File: src/rtl/posit_add_arbiter.sv
// posit_add_arbiter
//   Shares one fixed-latency pipelined posit adder among NREQ requesters.
//   A round-robin arbiter issues at most one add per cycle. A shadow
//   pipeline tags each issued op, so each adder result is routed back to
//   the requester that issued it. A drain mode quiesces the adder. If the
//   adder's done strobe disagrees with the shadow pipeline, a sticky error
//   flag is raised.
//
// Ports
//   clk, rst_n                 clock, asynchronous active-low reset
//   req_valid/req_ready        per-requester handshake (ready is one-hot, combinational)
//   req_in1/req_in2            packed operands, requester i at [i*DW +: DW]
//   add_in1/add_in2/add_start  registered adder inputs
//   add_result/inf/zero/done   adder outputs
//   rsp_valid                  one-hot response strobe (no backpressure)
//   rsp_result/inf/zero        shared response payload
//   drain/drained              quiesce request / quiesce complete
//   busy                       at least one op in flight
//   err_mismatch               sticky done-vs-shadow disagreement
module posit_add_arbiter #(
  parameter int NREQ    = 4,
  parameter int LATENCY = 8,
  parameter int DW      = 32
) (
  input  logic              clk,
  input  logic              rst_n,
  input  logic [NREQ-1:0]    req_valid,
  input  logic [NREQ*DW-1:0] req_in1,
  input  logic [NREQ*DW-1:0] req_in2,
  output logic [NREQ-1:0]    req_ready,
  output logic [DW-1:0]      add_in1,
  output logic [DW-1:0]      add_in2,
  output logic               add_start,
  input  logic [DW-1:0]      add_result,
  input  logic               add_inf,
  input  logic               add_zero,
  input  logic               add_done,
  output logic [NREQ-1:0]    rsp_valid,
  output logic [DW-1:0]      rsp_result,
  output logic               rsp_inf,
  output logic               rsp_zero,
  input  logic               drain,
  output logic               drained,
  output logic               busy,
  output logic               err_mismatch
);

  localparam int TAGW = (NREQ > 1) ? $clog2(NREQ) : 1;
  localparam int CW   = $clog2(LATENCY + 2);

  typedef enum logic [1:0] {ST_RUN, ST_DRAIN, ST_DRAINED} state_t;
  state_t state_reg, state_next;

  // Unpacked views of the operand buses
  logic [DW-1:0] in1_arr [NREQ];
  logic [DW-1:0] in2_arr [NREQ];
  generate
    for (genvar gi = 0; gi < NREQ; gi++) begin : g_unpack
      assign in1_arr[gi] = req_in1[gi*DW +: DW];
      assign in2_arr[gi] = req_in2[gi*DW +: DW];
    end
  endgenerate

  logic [TAGW-1:0] rr_ptr_reg;
  logic [TAGW-1:0] start_tag_reg;
  logic [TAGW-1:0] grant_idx;
  logic            grant_any;
  logic [TAGW-1:0] cand;
  int              cand_wide;

  // Round-robin search: the first valid requester at or after the pointer.
  // Grants are only given in RUN.
  always_comb begin
    req_ready = '0;
    grant_idx = '0;
    grant_any = 1'b0;
    cand      = '0;
    cand_wide = 0;
    if (state_reg == ST_RUN) begin
      for (int k = 0; k < NREQ; k++) begin
        cand_wide = int'(rr_ptr_reg) + k;
        if (cand_wide >= NREQ) cand_wide = cand_wide - NREQ;
        cand = TAGW'(cand_wide);
        if (!grant_any && req_valid[cand]) begin
          grant_any = 1'b1;
          grant_idx = cand;
        end
      end
      if (grant_any) req_ready[grant_idx] = 1'b1;
    end
  end

  // Issue stage: capture the granted operands for the adder
  always_ff @(posedge clk or negedge rst_n) begin
    if (!rst_n) begin
      add_start     <= 1'b0;
      add_in1       <= '0;
      add_in2       <= '0;
      start_tag_reg <= '0;
      rr_ptr_reg    <= '0;
    end else begin
      add_start <= grant_any;
      if (grant_any) begin
        add_in1       <= in1_arr[grant_idx];
        add_in2       <= in2_arr[grant_idx];
        start_tag_reg <= grant_idx;
        rr_ptr_reg    <= (int'(grant_idx) == NREQ - 1) ? '0 : grant_idx + TAGW'(1);
      end
    end
  end

  // The shadow pipeline runs in lockstep with the adder. Its head valid bit
  // is the add_done that we expect to see in the same cycle.
  logic [LATENCY-1:0]           shadow_valid;
  logic [LATENCY-1:0][TAGW-1:0] shadow_tag;
  logic                         head_valid;
  logic [TAGW-1:0]              head_tag;

  assign head_valid = shadow_valid[LATENCY-1];
  assign head_tag   = shadow_tag[LATENCY-1];

  always_ff @(posedge clk or negedge rst_n) begin
    if (!rst_n) begin
      shadow_valid <= '0;
      shadow_tag   <= '0;
    end else begin
      shadow_valid <= {shadow_valid[LATENCY-2:0], add_start};
      shadow_tag   <= {shadow_tag[LATENCY-2:0], start_tag_reg};
    end
  end

  // Response routing. A done with no matching head is dropped.
  always_ff @(posedge clk or negedge rst_n) begin
    if (!rst_n) begin
      rsp_valid  <= '0;
      rsp_result <= '0;
      rsp_inf    <= 1'b0;
      rsp_zero   <= 1'b0;
    end else begin
      rsp_valid <= '0;
      if (add_done && head_valid) begin
        rsp_valid[head_tag] <= 1'b1;
        rsp_result          <= add_result;
        rsp_inf             <= add_inf;
        rsp_zero            <= add_zero;
      end
    end
  end

  // In-flight count. The adder itself has no reset, so for LATENCY+1 cycles
  // after reset any done it raises may belong to ops issued before the
  // reset. The blank counter suppresses mismatch detection for that window.
  logic [CW-1:0] inflight_reg;
  logic [CW-1:0] blank_reg;

  always_ff @(posedge clk or negedge rst_n) begin
    if (!rst_n) begin
      inflight_reg <= '0;
      blank_reg    <= CW'(LATENCY + 1);
      err_mismatch <= 1'b0;
    end else begin
      case ({add_start, head_valid})
        2'b10:   inflight_reg <= inflight_reg + CW'(1);
        2'b01:   inflight_reg <= inflight_reg - CW'(1);
        default: inflight_reg <= inflight_reg;
      endcase
      if (blank_reg != '0) blank_reg <= blank_reg - CW'(1);
      if (blank_reg == '0 && add_done != head_valid) err_mismatch <= 1'b1;
    end
  end

  assign busy = (inflight_reg != '0);

  // Drain FSM
  always_ff @(posedge clk or negedge rst_n) begin
    if (!rst_n) state_reg <= ST_RUN;
    else        state_reg <= state_next;
  end

  always_comb begin
    state_next = state_reg;
    case (state_reg)
      ST_RUN: begin
        if (drain) state_next = ST_DRAIN;
      end
      ST_DRAIN: begin
        if (!drain) state_next = ST_RUN;
        // An op sitting in add_start has not yet been counted as in flight
        else if (inflight_reg == '0 && !add_start) state_next = ST_DRAINED;
      end
      ST_DRAINED: begin
        if (!drain) state_next = ST_RUN;
      end
      default: state_next = ST_RUN;
    endcase
  end

  assign drained = (state_reg == ST_DRAINED);

endmodule

File: config.mk
export PLATFORM = sky130hd
export DESIGN_NAME = posit_add_arbiter
export DESIGN_NICKNAME = d
export VERILOG_FILES = /design/src/rtl/posit_add_arbiter.sv
export SDC_FILE = /design/constraint.sdc
export NUM_CORES = 1
export LEC_CHECK = 0
export ABC_AREA = 1
export BUFFER_PORTS_ARGS = -buffer_cell sky130_fd_sc_hd__buf_4
export CAP_MARGIN = 20
export CORE_AREA = 2 2 158 160
export CTS_CLUSTER_DIAMETER = 40
export CTS_CLUSTER_SIZE = 8
export DETAILED_ROUTE_END_ITERATION = 7
export DIE_AREA = 0 0 160 162
export PLACE_DENSITY = 0.66
export SLEW_MARGIN = 5
export SYNTH_ARGS = -nofsm -noshare
export SYNTH_HDL_FRONTEND = slang
export SYNTH_SLANG_ARGS = --single-unit
File: constraint.sdc
create_clock -name clk -period 2.3 [get_ports clk]
set_input_delay 0.46 -clock clk [delete_from_list [all_inputs] [get_ports clk]]
set_output_delay 0.46 -clock clk [all_outputs]
set_load 0.005 [all_outputs]
## Word-level counts from Yosys, hierarchy flattened

Cells that the tools add are included.
W data, S select, Z words.

| word-level totals | value |
|---|---|
| input port bits | 298 |
| flip-flop bits (word level) | 142 |

| operators by class | value |
|---|---|
| bitwise operators | 1 |
| mux-type cells | 51 |
| magnitude comparators | 13 |
| add/sub/neg operators | 11 |
| reduce and logical (&&, ||, !) cells | 19 |
| equal/unequal tests | 9 |

Operator list:

| cell | number |
|---|---|
| $bmux W32 S2 | 2 |
| $mux W32 | 4 |
| $mux W2 | 19 |
| $lt A2 B3 Y1 const B | 6 |
| $mux W1 | 15 |
| $ge A3 B3 Y1 const B | 4 |
| $mux W4 | 3 |
| $bmux W1 S2 | 4 |
| $logic_and A1 B1 Y1 | 8 |
| $logic_not A4 Y1 | 2 |
| $pmux W4 S2 | 1 |
| $reduce_bool A4 Y1 | 2 |
| $sub A2 B1 Y2 const B | 4 |
| $sub A4 B1 Y4 const B | 2 |
| $add A2 B2 Y3 const B | 2 |
| $eq A2 B1 Y1 const B | 3 |
| $pmux W2 S3 | 1 |
| $add A4 B1 Y4 const B | 1 |
| $demux W1 S2 | 2 |
| $eq A2 B2 Y1 const B | 2 |
| $ge A2 B1 Y1 const B | 2 |
| $logic_not A1 Y1 | 4 |
| $ne A2 B2 Y1 const B | 2 |
| $add A2 B1 Y3 const B | 1 |
| other kinds (8) | 8 |

## Logic depth before layout (Yosys ltp)

Gate-level depths: netlist of run 1.

| logic depth | value |
|---|---|
| depth in word-level cells | 25 |
| gate-level depth with buffers | 19 |

## Worst setup path before layout of run 1

No wires, ideal clock.

| timing | value |
|---|---|
| path kind | flip-flop to output port |
| start | reg rr_ptr_reg[0] |
| end | out req_ready[2] |
| data arrival time | 1.648 ns |
| stages on the path, launching flop included | 13 |
| data required time | 1.840 ns |
| setup slack | 0.192 ns |
| path through | dfrtp_1 -> buf_4 -> inv_4 -> nand2_1 -> nand3_1 -> nand2_1 -> nor2_2 -> nand3_1 -> nand3_2 -> nand2_2 -> buf_4 -> buf_2 -> nor2_1 |

| between the ends | value |
|---|---|
| word-level cells in the longest chain between the ends | 25 |
| elaborated cells on any way between the ends | 53 |

RTL lines:

| element | line | text |
|---|---|---|
| start, declared | 64 | `logic [TAGW-1:0] rr_ptr_reg;` |
| start signal, assigned | 107 | `rr_ptr_reg <= (int'(grant_idx) == NREQ - 1) ? '0 : grant_idx + TAGW'(1);` |
| $ge A2 B3 Y1 / $sub A2 B1 Y2 (equally long branches) | 82 | `if (cand_wide >= NREQ) cand_wide = cand_wide - NREQ;` |
| $mux W2 | 82 |  |
| $mux W2 | 79 | `if (state_reg == ST_RUN) begin` |
| $bmux W1 S2 | 84 | `if (!grant_any && req_valid[cand]) begin` |
| $mux W1 (implied by the code) | 84 |  |
| $mux W1 | 84 |  |
| $mux W1 | 79 |  |
| $logic_not A1 Y1 | 84 |  |
| [9 not listed] | n/a |  |
| $mux W2 | 84 |  |
| $mux W2 | 79 |  |
| $lt A2 B3 Y1 (implied by the code) / $ge A2 B1 Y1 (equally long branches) | 89 | `if (grant_any) req_ready[grant_idx] = 1'b1;` |
| $logic_and A1 B1 Y1 (implied by the code) | 89 |  |
| $mux W1 (implied by the code) | 89 |  |
| $demux W1 S2 | 89 |  |
| $mux W4 * | 89 |  |
| $mux W4 * | 79 |  |
| end, declared | 30 | `output logic [NREQ-1:0] req_ready,` |

Every way passes the cells marked *; elsewhere a longest branch is shown, timed or not. The select of a mux whose other input is x is not followed.

## Final worst setup path of run 1

| timing | value |
|---|---|
| start | reg rr_ptr_reg[1] |
| end | out req_ready[0] |

The elaborated chain is that of the path after synthesis.

==> results.sh, run 1 <==
export IMPL_reg2reg_from="rr_ptr_reg[0]"
export IMPL_hold_path_end="rsp_result[21]"
export IMPL_max_freq_ghz=0.391
export IMPL_outcome="complete, but fails checks"
export IMPL_synthCells=1284
export IMPL_post_dp_cell_area_um2=12000
export IMPL_setup_viol=50
export IMPL_cts_root_buf="clkbuf_16"
export IMPL_path_class="reg -> out"
export IMPL_cts_buffers_inserted=17
export IMPL_crit_buf_inv=4
export IMPL_routed_via_density=4.72
export IMPL_required_ns=1.84
export IMPL_syn_area_per_cell_um2=6.64
export IMPL_start_kind="flop"
export IMPL_relSlewSlack_pct=67.0
export IMPL_die_w_um=160
export IMPL_r2r_setup_slack_ns=-0.08
export IMPL_ff2ff_path_depth=17
export IMPL_yosysUniqueCellTypes=36
export IMPL_final_nets=2008
export IMPL_top_regs="add_in1 x32, add_in2 x32, rsp_result x32"
export IMPL_die_y_um=162
export IMPL_syn_area_um2=8530
export IMPL_die_area_um2=25900
export IMPL_htreeDepth=4
export IMPL_maxSlewViolCount=0
export IMPL_rows=57
export IMPL_setup_slack_ns=-0.260
export IMPL_drt_iter0_markers=589
export IMPL_ios=408
export IMPL_clk_latency_ns=0.43
export IMPL_hold_viol=0
export IMPL_post_route_period_util_pct=111
export IMPL_maxCapViolations=0
export IMPL_irDropWorstVdd_mv=0.894
export IMPL_clkSlewWorstSetupHoldPaths_ns=0.07
export IMPL_hold_class="in -> reg"
export IMPL_clock_sinks=142
export IMPL_crit_path_end_kind="output port"
export IMPL_yosysWarnings=0
export IMPL_cp_cell_sequence="inv_2 -> nand2_1 -> nand2_1 -> nand2_1 -> nand2_2 -> nand2_2 -> nand2_1 -> nand2_1 -> nand2_2 -> inv_4 -> nor2_2 -> inv_1 -> nor2_2 -> buf_4"
export IMPL_wirelength_mm=33.5
export IMPL_grt_max_degree=67
export IMPL_antenna_found_initial=1
export IMPL_hold_path_depth=3
export IMPL_drtAntennaViolNets=0
export IMPL_cp_slowest_stage_delay_ns=0.47
export IMPL_p_leak_nw=7.85
export IMPL_finalCriticalPeriod_ns=2.56
export IMPL_path_max_fanout=6
export IMPL_power_density_nw_per_um2=1430
export IMPL_area_growth_pct=56.2
export IMPL_wire_per_inst_um=16.4
export IMPL_cp_top_family="simple AND/OR/NAND/NOR gates"
export IMPL_rsz0062_at_grt="yes"
export IMPL_hp_start="add_result[21]"
export IMPL_remaining_drc_errors=0
export IMPL_grt_pass1_vias=9278
export IMPL_cp_common_cell="nand2_1"
export IMPL_start_util_pct=35.4
export IMPL_fill_cells=2338
export IMPL_hpwl_mm=22.7
export IMPL_globalplace_congestion=0.902
export IMPL_overflow=0
export IMPL_worstPathArrival_ns=2.10
export IMPL_final_area_um2=13300
export IMPL_slowest_stage="dfrtp_2"
export IMPL_ys_seq_elements=142
export IMPL_clockBufferDepth=2
export IMPL_tns_ns=-3.14
export IMPL_cts_tree="done"
export IMPL_port_buffers=407
export IMPL_drive_above_1_share_pct=31.5
export IMPL_drt_pass1_iterations=7
export IMPL_synth_seq_area_share_pct=41.7
export IMPL_violations="setup timing"
export IMPL_coreArea_um2=24100
export IMPL_grt_pass1_wl_mm=49.3
export IMPL_grt_usage_pct=24.1
export IMPL_worst_pin_slew_ns=0.493
export IMPL_r2r_end="add_in1[17]"
export IMPL_syn_num_nets=1588
export IMPL_num_vias=9637
export IMPL_fin_skew_ns=0.0111
-- worst max-delay path by stage --
stage	from	endpoint	slack [ns]	cells past startpoint
6_report	rr_ptr_reg[1]	req_ready[0]	-0.26	14
5_1_grt	rr_ptr_reg[1]	req_ready[0]	-0.41	14
4_1_cts	rr_ptr_reg[0]	req_ready[0]	-0.18	14
3_5_place_dp	req_valid[1]	add_in1[23]	0.003	16
3_3_place_gp	rr_ptr_reg[0]	add_in1[26]	0.02	14
2_1_floorplan	rr_ptr_reg[0]	req_ready[2]	0.19	12
-- synthesized netlist by cell type, drive strengths merged --
cell / count / area, um^2
a21boi: 1 / 7.51
nor4: 1 / 6.26
a21oi: 3 / 15.0
o31ai: 1 / 7.51
a31oi: 2 / 12.5
nand4: 1 / 6.26
nor2: 16 / 70.1
buf: 53 / 307
clkbuf: 18 / 67.6
inv: 218 / 821
a21o: 1 / 7.51
and2: 1 / 6.26
nand2: 601 / 2270
nor3: 4 / 20.0
nand3: 138 / 701
dfstp: 2 / 52.6
clkinv: 2 / 8.75
xor2: 2 / 17.5
fa: 1 / 20.0
o21bai: 65 / 488
dfrtp: 140 / 3500
o21ai: 5 / 25.0
xnor2: 2 / 17.5
a211oi: 1 / 7.51
ha: 5 / 62.6
-- per-layer routing --
metal | track usage, % | vias to the layer above | share of wire [%]
met4 | 7.99 | 0 | 3.1
met2 | 41.8 | 419 | 49
met3 | 5.77 | 62 | 7.8
met1 | 29.7 | 4472 | 40
li1 | - | 4684 | -
met5 | 0 | - | 0
-- worst min-delay path: stages --
cell,delay [ns]
buf_4,0.07
nand2_1,0.04
nand2_1,0.05
-- where the power goes --
part	total, W	internal [W]	switching (W)
logic	0.0119	0.00540	0.00652
clock network	0.00280	0.00155	0.00125
registers	0.00439	0.00370	0.000685
total	0.0191	0.0107	0.00845
-- cell families after synthesis --
logic type	Yosys count	synth area share (%)
xor gates and xnor gates	4	0.411
DFF	142	41.7
AOI/OAI and AO/OA	79	6.69
buffers and inverters	291	14.1
and+or+nand+nor	762	36.1
adders and majority gates	6	0.968
-- per-stage QoR --
| stage | hold WS, ns | total power, W | utilization, % | std cells | worst slack (ns) |
|---|---|---|---|---|---|
| floorplan | 0.164 | 0.00999 | - | 1284 | 0.192 |
| global placement | 0.332 | 0.0140 | 49.8 | 1977 | 0.0226 |
| detailed placement | 0.335 | 0.0141 | 49.8 | 1977 | 0.00263 |
| CTS | 0.223 | 0.0176 | 53.2 | 2021 | -0.176 |
| global route | 0.226 | 0.0206 | 55.3 | 2042 | -0.407 |
| finish | 0.239 | 0.0191 | 55.3 | 2042 | -0.260 |
-- layout by cell type (no fill, tap or decap), types with 5 or more instances in the layout --
cell type / count
nand3_2: 5
nor2_1: 10
buf_16: 5
buf_6: 13
buf_4: 426
clkbuf_16: 27
ha_1: 5
nand2_1: 587
nand2_2: 11
buf_12: 14
dfrtp_1: 138
o21bai_1: 65
inv_1: 214
nand3_1: 132
-- cell type report --
| class | instances | area (um^2) | area share, % |
|---|---|---|---|
| timing repair buffer | 471 | 4050 | 30.4 |
| multi-input combinational | 851 | 3860 | 29.0 |
| sequential | 142 | 3560 | 26.7 |
| inverter | 220 | 838 | 6.29 |
| clock buffer | 17 | 425 | 3.19 |
| tap | 324 | 405 | 3.04 |
| clock inverter | 15 | 171 | 1.29 |
| timing repair inverter | 1 | 7.51 | 0.0563 |
| antenna | 1 | 2.50 | 0.0188 |
-- repair_timing --
item	in CTS	in global routing
endpoints found under the setup margin	6	69
pin swaps	7	11
hold buffers	1	0
cloned	2	13
gates resized for setup	18	41
setup buffers	9	7
hold endpoints to repair	42	0
Note: power is estimated with default switching activity, not from simulation.
==> inputs of run 2 (changes only) <==
--- a/config.mk
+++ b/config.mk
@@ -13,7 +13,6 @@
 export CTS_CLUSTER_SIZE = 8
 export DETAILED_ROUTE_END_ITERATION = 7
 export DIE_AREA = 0 0 160 162
-export PLACE_DENSITY = 0.66
 export SLEW_MARGIN = 5
 export SYNTH_ARGS = -nofsm -noshare
 export SYNTH_HDL_FRONTEND = slang
==> run 2 against run 1 <==
Net effect: fmax rose by 3.6%; critical path type unchanged; largest power group unchanged; final area rose by 1.9%; register-to-register slack got worse by 0.02 ns; combinational power barely moved; sequential share of layout area fell by 0.49 points; clock power rose by 8.2%; the run still ends with setup timing left.
==> results.sh, run 2 (synthesis results as in run 1) <==
export IMPL_post_route_period_util_pct=107
export IMPL_cts_tree="done"
export IMPL_clkSlewWorstSetupHoldPaths_ns=0.07
export IMPL_maxCapViolations=0
export IMPL_power_w=0.0196
export IMPL_grt_max_degree=67
export IMPL_final_common_cell="nand2_1"
export IMPL_overflow=0
export IMPL_wirelength_mm=34.0
export IMPL_place_inst=1977
export IMPL_clock_sinks=142
export IMPL_start_util_pct=35.4
export IMPL_area_growth_pct=59.1
export IMPL_ios=408
export IMPL_die_area_um2=25900
export IMPL_fill_cells=2371
export IMPL_port_buffers=407
export IMPL_final_nets=2014
export IMPL_outcome="complete, but fails checks"
export IMPL_cts_root_buf="clkbuf_16"
export IMPL_htreeDepth=4
export IMPL_rsz0062_at_grt="yes"
export IMPL_antenna_found_initial=3
export IMPL_power_density_nw_per_um2=1440
export IMPL_clockBufferDepth=2
export IMPL_crit_path_end_kind="output port"
export IMPL_finalCriticalPeriod_ns=2.47
export IMPL_instances_no_fill=2050
export IMPL_drive_above_1_share_pct=33.4
export IMPL_die_y_um=162
export IMPL_routed_via_density=4.62
export IMPL_grt_pass1_wl_mm=48.9
export IMPL_setup_viol=40
export IMPL_remaining_drc_errors=0
export IMPL_rows=57
export IMPL_mostFrequentLayoutCells="573 x nand2_1, 427 x buf_4, 213 x inv_1"
export IMPL_drtAntennaViolNets=0
export IMPL_drt_pass1_iterations=5
export IMPL_violations="setup timing"
export IMPL_setup_slack_ns=-0.170
export IMPL_num_vias=9461
export IMPL_worstPathArrival_ns=2.01
export IMPL_grt_pass1_vias=9057
export IMPL_clk_latency_ns=0.43
export IMPL_path_class="reg -> out"
export IMPL_coreArea_um2=24100
export IMPL_p_leak_nw=7.96
export IMPL_top_regs="add_in1 x32, add_in2 x32, rsp_result x32"
export IMPL_relSlewSlack_pct=60.1
export IMPL_fin_skew_ns=0.0126
export IMPL_max_freq_ghz=0.405
export IMPL_die_w_um=160
export IMPL_seq_area_um2=3560
export IMPL_maxSlewViolCount=0
export IMPL_grt_usage_pct=24.2
export IMPL_wire_per_inst_um=16.6
export IMPL_drt_iter0_markers=582
export IMPL_hpwl_mm=23.2
export IMPL_start_kind="flop"
export IMPL_hold_class="in -> reg"
export IMPL_irDropWorstVdd_mv=1.15
export IMPL_hold_viol=0
export IMPL_required_ns=1.84
export IMPL_utilization_pct=56.3
export IMPL_globalplace_congestion=0.901
export IMPL_worst_pin_slew_ns=0.598
export IMPL_multi_input_area_um2=4020
export IMPL_cts_buffers_inserted=17
export IMPL_path_max_fanout=6
[run 2: changes by cell type in the layout (fill, tap and decap cells not counted), sizes merged]
cell | previous run | this run
buf | 460 | 465
bufinv | 1 | 3
clkinvlp | 3 | 1
diode | 1 | 3
clkbuf | 27 | 28
clkinv | 5 | 4
inv | 227 | 228
[run 2: metrics by stage]
step	TNS, ns	setup WS (ns)	hold WS (ns)	cell area (um^2)
floorplan	0	0.192	0.164	8530
global placement	0	0.0167	0.332	12100
detailed placement	-0.00224	-0.00224	0.335	12100
CTS	-0.476	-0.143	0.223	12900
global route	-10.34	-0.278	0.231	13600
finish	-2.64	-0.170	0.239	13600
[run 2: repair_timing]
item / CTS / global route
endpoints found under the hold margin: 40 / 0
gates resized for setup: 28 / 67
endpoints found under the setup margin: 5 / 69
setup buffers: 9 / 13
pin swaps: 7 / 17
gates cloned: 0 / 16
hold buffers: 1 / 0
[run 2: routing by layer]
layer / vias to the layer above / GRT usage [%] / share of wire, % / wire, um
met5: - / 0 / 0 / 0
met2: 356 / 41.6 / 50 / 17000
met3: 46 / 7.33 / 7.9 / 2680
met4: 0 / 8.76 / 2.4 / 811
li1: 4694 / - / - / -
met1: 4365 / 28.7 / 40 / 13500
[run 2: layout make-up]
| type | count | area share (%) |
|---|---|---|
| Sequential cell | 142 | 26.2 |
| Antenna cell | 3 | 0.0553 |
| Multi-Input combinational cell | 851 | 29.6 |
| Timing Repair Buffer | 477 | 30.2 |
| Inverter | 220 | 6.18 |
| Clock inverter | 15 | 1.59 |
| Tap cell | 324 | 2.99 |
| Timing Repair inverter | 1 | 0.0369 |
| Clock buffer | 17 | 3.13 |
[run 2: final timing paths]
check	slack (ns)	depth (start not counted)	start	endpoint
min in group asynchronous	0.52	2	rst_n	shadow_valid[6]
min reg2reg	0.35	0	shadow_tag[0]	shadow_tag[2]
max reg2reg	-0.10	19	rr_ptr_reg[0]	add_in2[25]
min	0.24	3	add_result[16]	rsp_result[16]
max	-0.17	14	rr_ptr_reg[1]	req_ready[0]
max in group asynchronous	1.08	3	rst_n	add_in1[28]
[run 2: where the power goes]
group	internal, W	switching (W)
combinational	0.00553	0.00661
clock	0.00177	0.00126
sequential	0.00370	0.000694
total	0.0110	0.00856
[run 2: worst max-delay path, stage by stage, from the launching register on]
cell and delay [ns]:
dfrtp_2 0.47, inv_2 0.16, nand2_1 0.08, nand2_2 0.08, nand2_2 0.05, nand2_2 0.08
nand2_2 0.07, nand2_2 0.06, nand2_2 0.06, nand2_4 0.08, inv_4 0.04, nor2_2 0.07
inv_1 0.06, nor2_1 0.11, buf_4 0.13
==> inputs of run 3 (changes only) <==
--- a/config.mk
+++ b/config.mk
@@ -5,14 +5,14 @@
 export SDC_FILE = /design/constraint.sdc
 export NUM_CORES = 1
 export LEC_CHECK = 0
-export ABC_AREA = 1
 export BUFFER_PORTS_ARGS = -buffer_cell sky130_fd_sc_hd__buf_4
 export CAP_MARGIN = 20
-export CORE_AREA = 2 2 158 160
+export CORE_AREA = 2 2 161 163
 export CTS_CLUSTER_DIAMETER = 40
 export CTS_CLUSTER_SIZE = 8
 export DETAILED_ROUTE_END_ITERATION = 7
-export DIE_AREA = 0 0 160 162
+export DIE_AREA = 0 0 163 165
+export GPL_ROUTABILITY_DRIVEN = 0
 export SLEW_MARGIN = 5
 export SYNTH_ARGS = -nofsm -noshare
 export SYNTH_HDL_FRONTEND = slang
==> run 3 against run 2 <==
Net effect: the flow now finishes without violations; core utilization down 9.5 points; sequential power down 9.1%; clock-buffer cell count unchanged; cell count down 30%; fmax up 8.8%; via count down 27%; synthesized cell count down 46%; combinational power down 55%; routed wire length down 21%; die area up 3.8%; highest routed layer is now met5.
==> results.sh, run 3 <==
export IMPL_outcome="finished clean"
export IMPL_startpoint="rr_ptr_reg[0]"
export IMPL_start_util_pct=29.3
export IMPL_hold_class="in -> reg"
export IMPL_die_w_um=163
export IMPL_ff2ff_path_depth=10
export IMPL_rsz0062_at_grt="yes"
export IMPL_power_density_nw_per_um2=1040
export IMPL_overflow=0
export IMPL_pre_cts_ws_ns=-0.00824
export IMPL_clockBufferDepth=2
export IMPL_cts_root_buf="clkbuf_16"
export IMPL_finalCriticalPeriod_ns=2.27
export IMPL_drt_pass1_iterations=4
export IMPL_grtUsageMet2_pct=35.1
export IMPL_maxSlewViolCount=0
export IMPL_reg2reg_from="rr_ptr_reg[0]"
export IMPL_synth_seq_area_share_pct=48.4
export IMPL_fin_skew_ns=0.0157
export IMPL_port_buffers=407
export IMPL_synth_edf_count=0
export IMPL_yosysUniqueCellTypes=42
export IMPL_die_y_um=165
export IMPL_max_freq_ghz=0.441
export IMPL_cp_slowest_stage_delay_ns=0.43
export IMPL_area_growth_pct=59.7
export IMPL_slowest_stage="or3_4"
export IMPL_synthFlopType="dfrtp_1"
export IMPL_syn_area_um2=7340
export IMPL_synth_area_top_cells="dfrtp_1 48%, a211oi_1 17%, mux2i_1 9.5%"
export IMPL_grt_usage_pct=19.4
export IMPL_grt_use_met3_pct=5.40
export IMPL_syn_num_nets=992
export IMPL_r2r_setup_slack_ns=0.13
export IMPL_power_w=0.0122
export IMPL_syn_area_per_cell_um2=10.7
export IMPL_maxCapViolations=0
export IMPL_worst_pin_slew_ns=0.522
export IMPL_ys_top_cells_by_count="165 x a211oi_1, 140 x dfrtp_1, 70 x mux2i_1, 70 x nor2_1, 69 x inv_1"
export IMPL_cts_buffers_inserted=17
export IMPL_die_area_um2=26900
export IMPL_clkSlewWorstSetupHoldPaths_ns=0.08
export IMPL_drtAntennaViolNets=0
export IMPL_drive_above_1_share_pct=49.3
export IMPL_grt_pass1_vias=7051
export IMPL_relSlewSlack_pct=65.2
export IMPL_grt_max_degree=48
export IMPL_whs_ns=0.247
export IMPL_cp_cell_sequence="nor2b_2 -> or3_4 -> a21o_4 -> nor3_2 -> buf_4"
export IMPL_yosysTopAreaCellShare_pct=47.7
export IMPL_setup_viol=0
export IMPL_cts_tree="done"
export IMPL_final_nets=1402
export IMPL_antenna_found_initial=2
export IMPL_grt_pass1_wl_mm=39.4
export IMPL_irDropWorstVdd_mv=0.648
export IMPL_coreArea_um2=25000
export IMPL_final_common_cell="buf_4"
export IMPL_async_flop_share_pct=100
export IMPL_worstPathArrival_ns=1.81
export IMPL_hpwl_mm=20.0
export IMPL_synth_most_common_cell="a211oi_1"
export IMPL_setup_slack_ns=0.0308
export IMPL_grtUsageMet1_pct=22.6
export IMPL_top_regs="add_in1 x32, add_in2 x32, rsp_result x32"
export IMPL_p_leak_nw=5.65
export IMPL_ios=408
export IMPL_path_max_fanout=5
export IMPL_ys_seq_elements=142
export IMPL_hold_viol=0
export IMPL_post_route_period_util_pct=98.7
export IMPL_synthCells=688
export IMPL_wirelength_mm=27.0
export IMPL_path_class="reg -> out"
export IMPL_htreeDepth=4
export IMPL_crit_path_end_kind="output port"
export IMPL_clk_latency_ns=0.42
export IMPL_mostFrequentLayoutCells="431 x buf_4, 165 x a211oi_1, 140 x dfrtp_1"
export IMPL_yosysWarnings=0
export IMPL_num_vias=6930
export IMPL_routed_via_density=4.81
export IMPL_grt_busiest_layer="met2"
export IMPL_required_ns=1.84
export IMPL_utilization_pct=46.8
export IMPL_yosysTopAreaCell="dfrtp_1"
export IMPL_drt_iter0_markers=315
export IMPL_remaining_drc_errors=0
export IMPL_r2r_end="add_in2[30]"
export IMPL_wire_per_inst_um=18.7
export IMPL_clock_sinks=142
export IMPL_crit_path_end="req_ready[3]"
export IMPL_start_kind="flop"
export IMPL_rows=58
run 3: changes by cell type after synthesis, sizes merged, moves of 34 or more:
cell	before	now
nand3	138	0
a211oi	1	180
nor2	16	70
buf	53	13
mux2i	0	70
o21bai	65	0
mux2	0	34
inv	218	70
nand2	601	14
run 3: timing repair:
| action | 4_1_cts | 5_1_grt |
|---|---|---|
| setup endpoints to repair | 4 | 4 |
| setup buffers | 2 | 8 |
| hold buffers | 1 | 0 |
| resized for setup | 6 | 7 |
| hold endpoints to repair | 33 | 0 |
| pin swaps | 2 | 5 |
run 3: report_power, final:
part | total, W | internal, W | switching, W
logic | 0.00543 | 0.00277 | 0.00265
registers | 0.00400 | 0.00346 | 0.000549
clock network | 0.00281 | 0.00148 | 0.00133
run 3: cell families after synthesis:
family | Yosys count | synth area share [%]
AO/OA/AOI/OAI | 203 | 22.0
flip-flops | 142 | 48.4
buffers and inverters | 127 | 7.21
multiplexers | 104 | 14.8
AND/OR/NAND/NOR | 100 | 5.79
XOR/XNOR | 6 | 0.716
adder cells (fa/ha/maj) | 6 | 1.12
run 3: worst min path at each step:
stage | cells after the start | slack [ns] | startpoint | endpoint
floorplan | 0 | 0.16 | rst_n | add_in1[0]
global route | 2 | 0.23 | drain | state_reg[1]
detailed placement | 0 | 0.33 | shadow_tag[2] | shadow_tag[4]
finish | 2 | 0.25 | drain | state_reg[1]
CTS | 2 | 0.23 | drain | state_reg[1]
global placement | 0 | 0.33 | shadow_tag[9] | shadow_tag[11]
run 3: layer usage:
layer	wire length, um	up-vias
met4	374	2
li1	-	3330
met5	11	-
met1	10600	3278
met3	2060	26
met2	13900	294
run 3: worst max-delay path, delay by kind of cell (launching register included):
family / cells / cell delay (ns)
and+or+nand+nor: 3 / 0.60
buffers and inverters: 1 / 0.13
AOI/OAI and AO/OA: 1 / 0.25
DFF: 1 / 0.40
run 3: stage by stage:
| step | instances | instance area, um^2 | setup TNS, ns |
|---|---|---|---|
| floorplan | 688 | 7340 | 0 |
| detailed placement | 1398 | 11000 | -0.0105 |
| global placement | 1398 | 11000 | -0.00409 |
| finish | 1442 | 11700 | 0 |
| CTS | 1433 | 11600 | 0 |
| global route | 1441 | 11700 | -0.142 |
run 3: cell type report:
| cell class | instances | area (um^2) |
|---|---|---|
| Tap cell | 330 | 413 |
| Antenna cell | 1 | 2.50 |
| Multi-Input combinational cell | 419 | 3340 |
| Sequential cell | 142 | 3560 |
| Fill cell | 2415 | 13300 |
| Inverter | 70 | 265 |
| Clock inverter | 15 | 190 |
| Timing Repair Buffer | 448 | 3530 |
| Clock buffer | 17 | 425 |
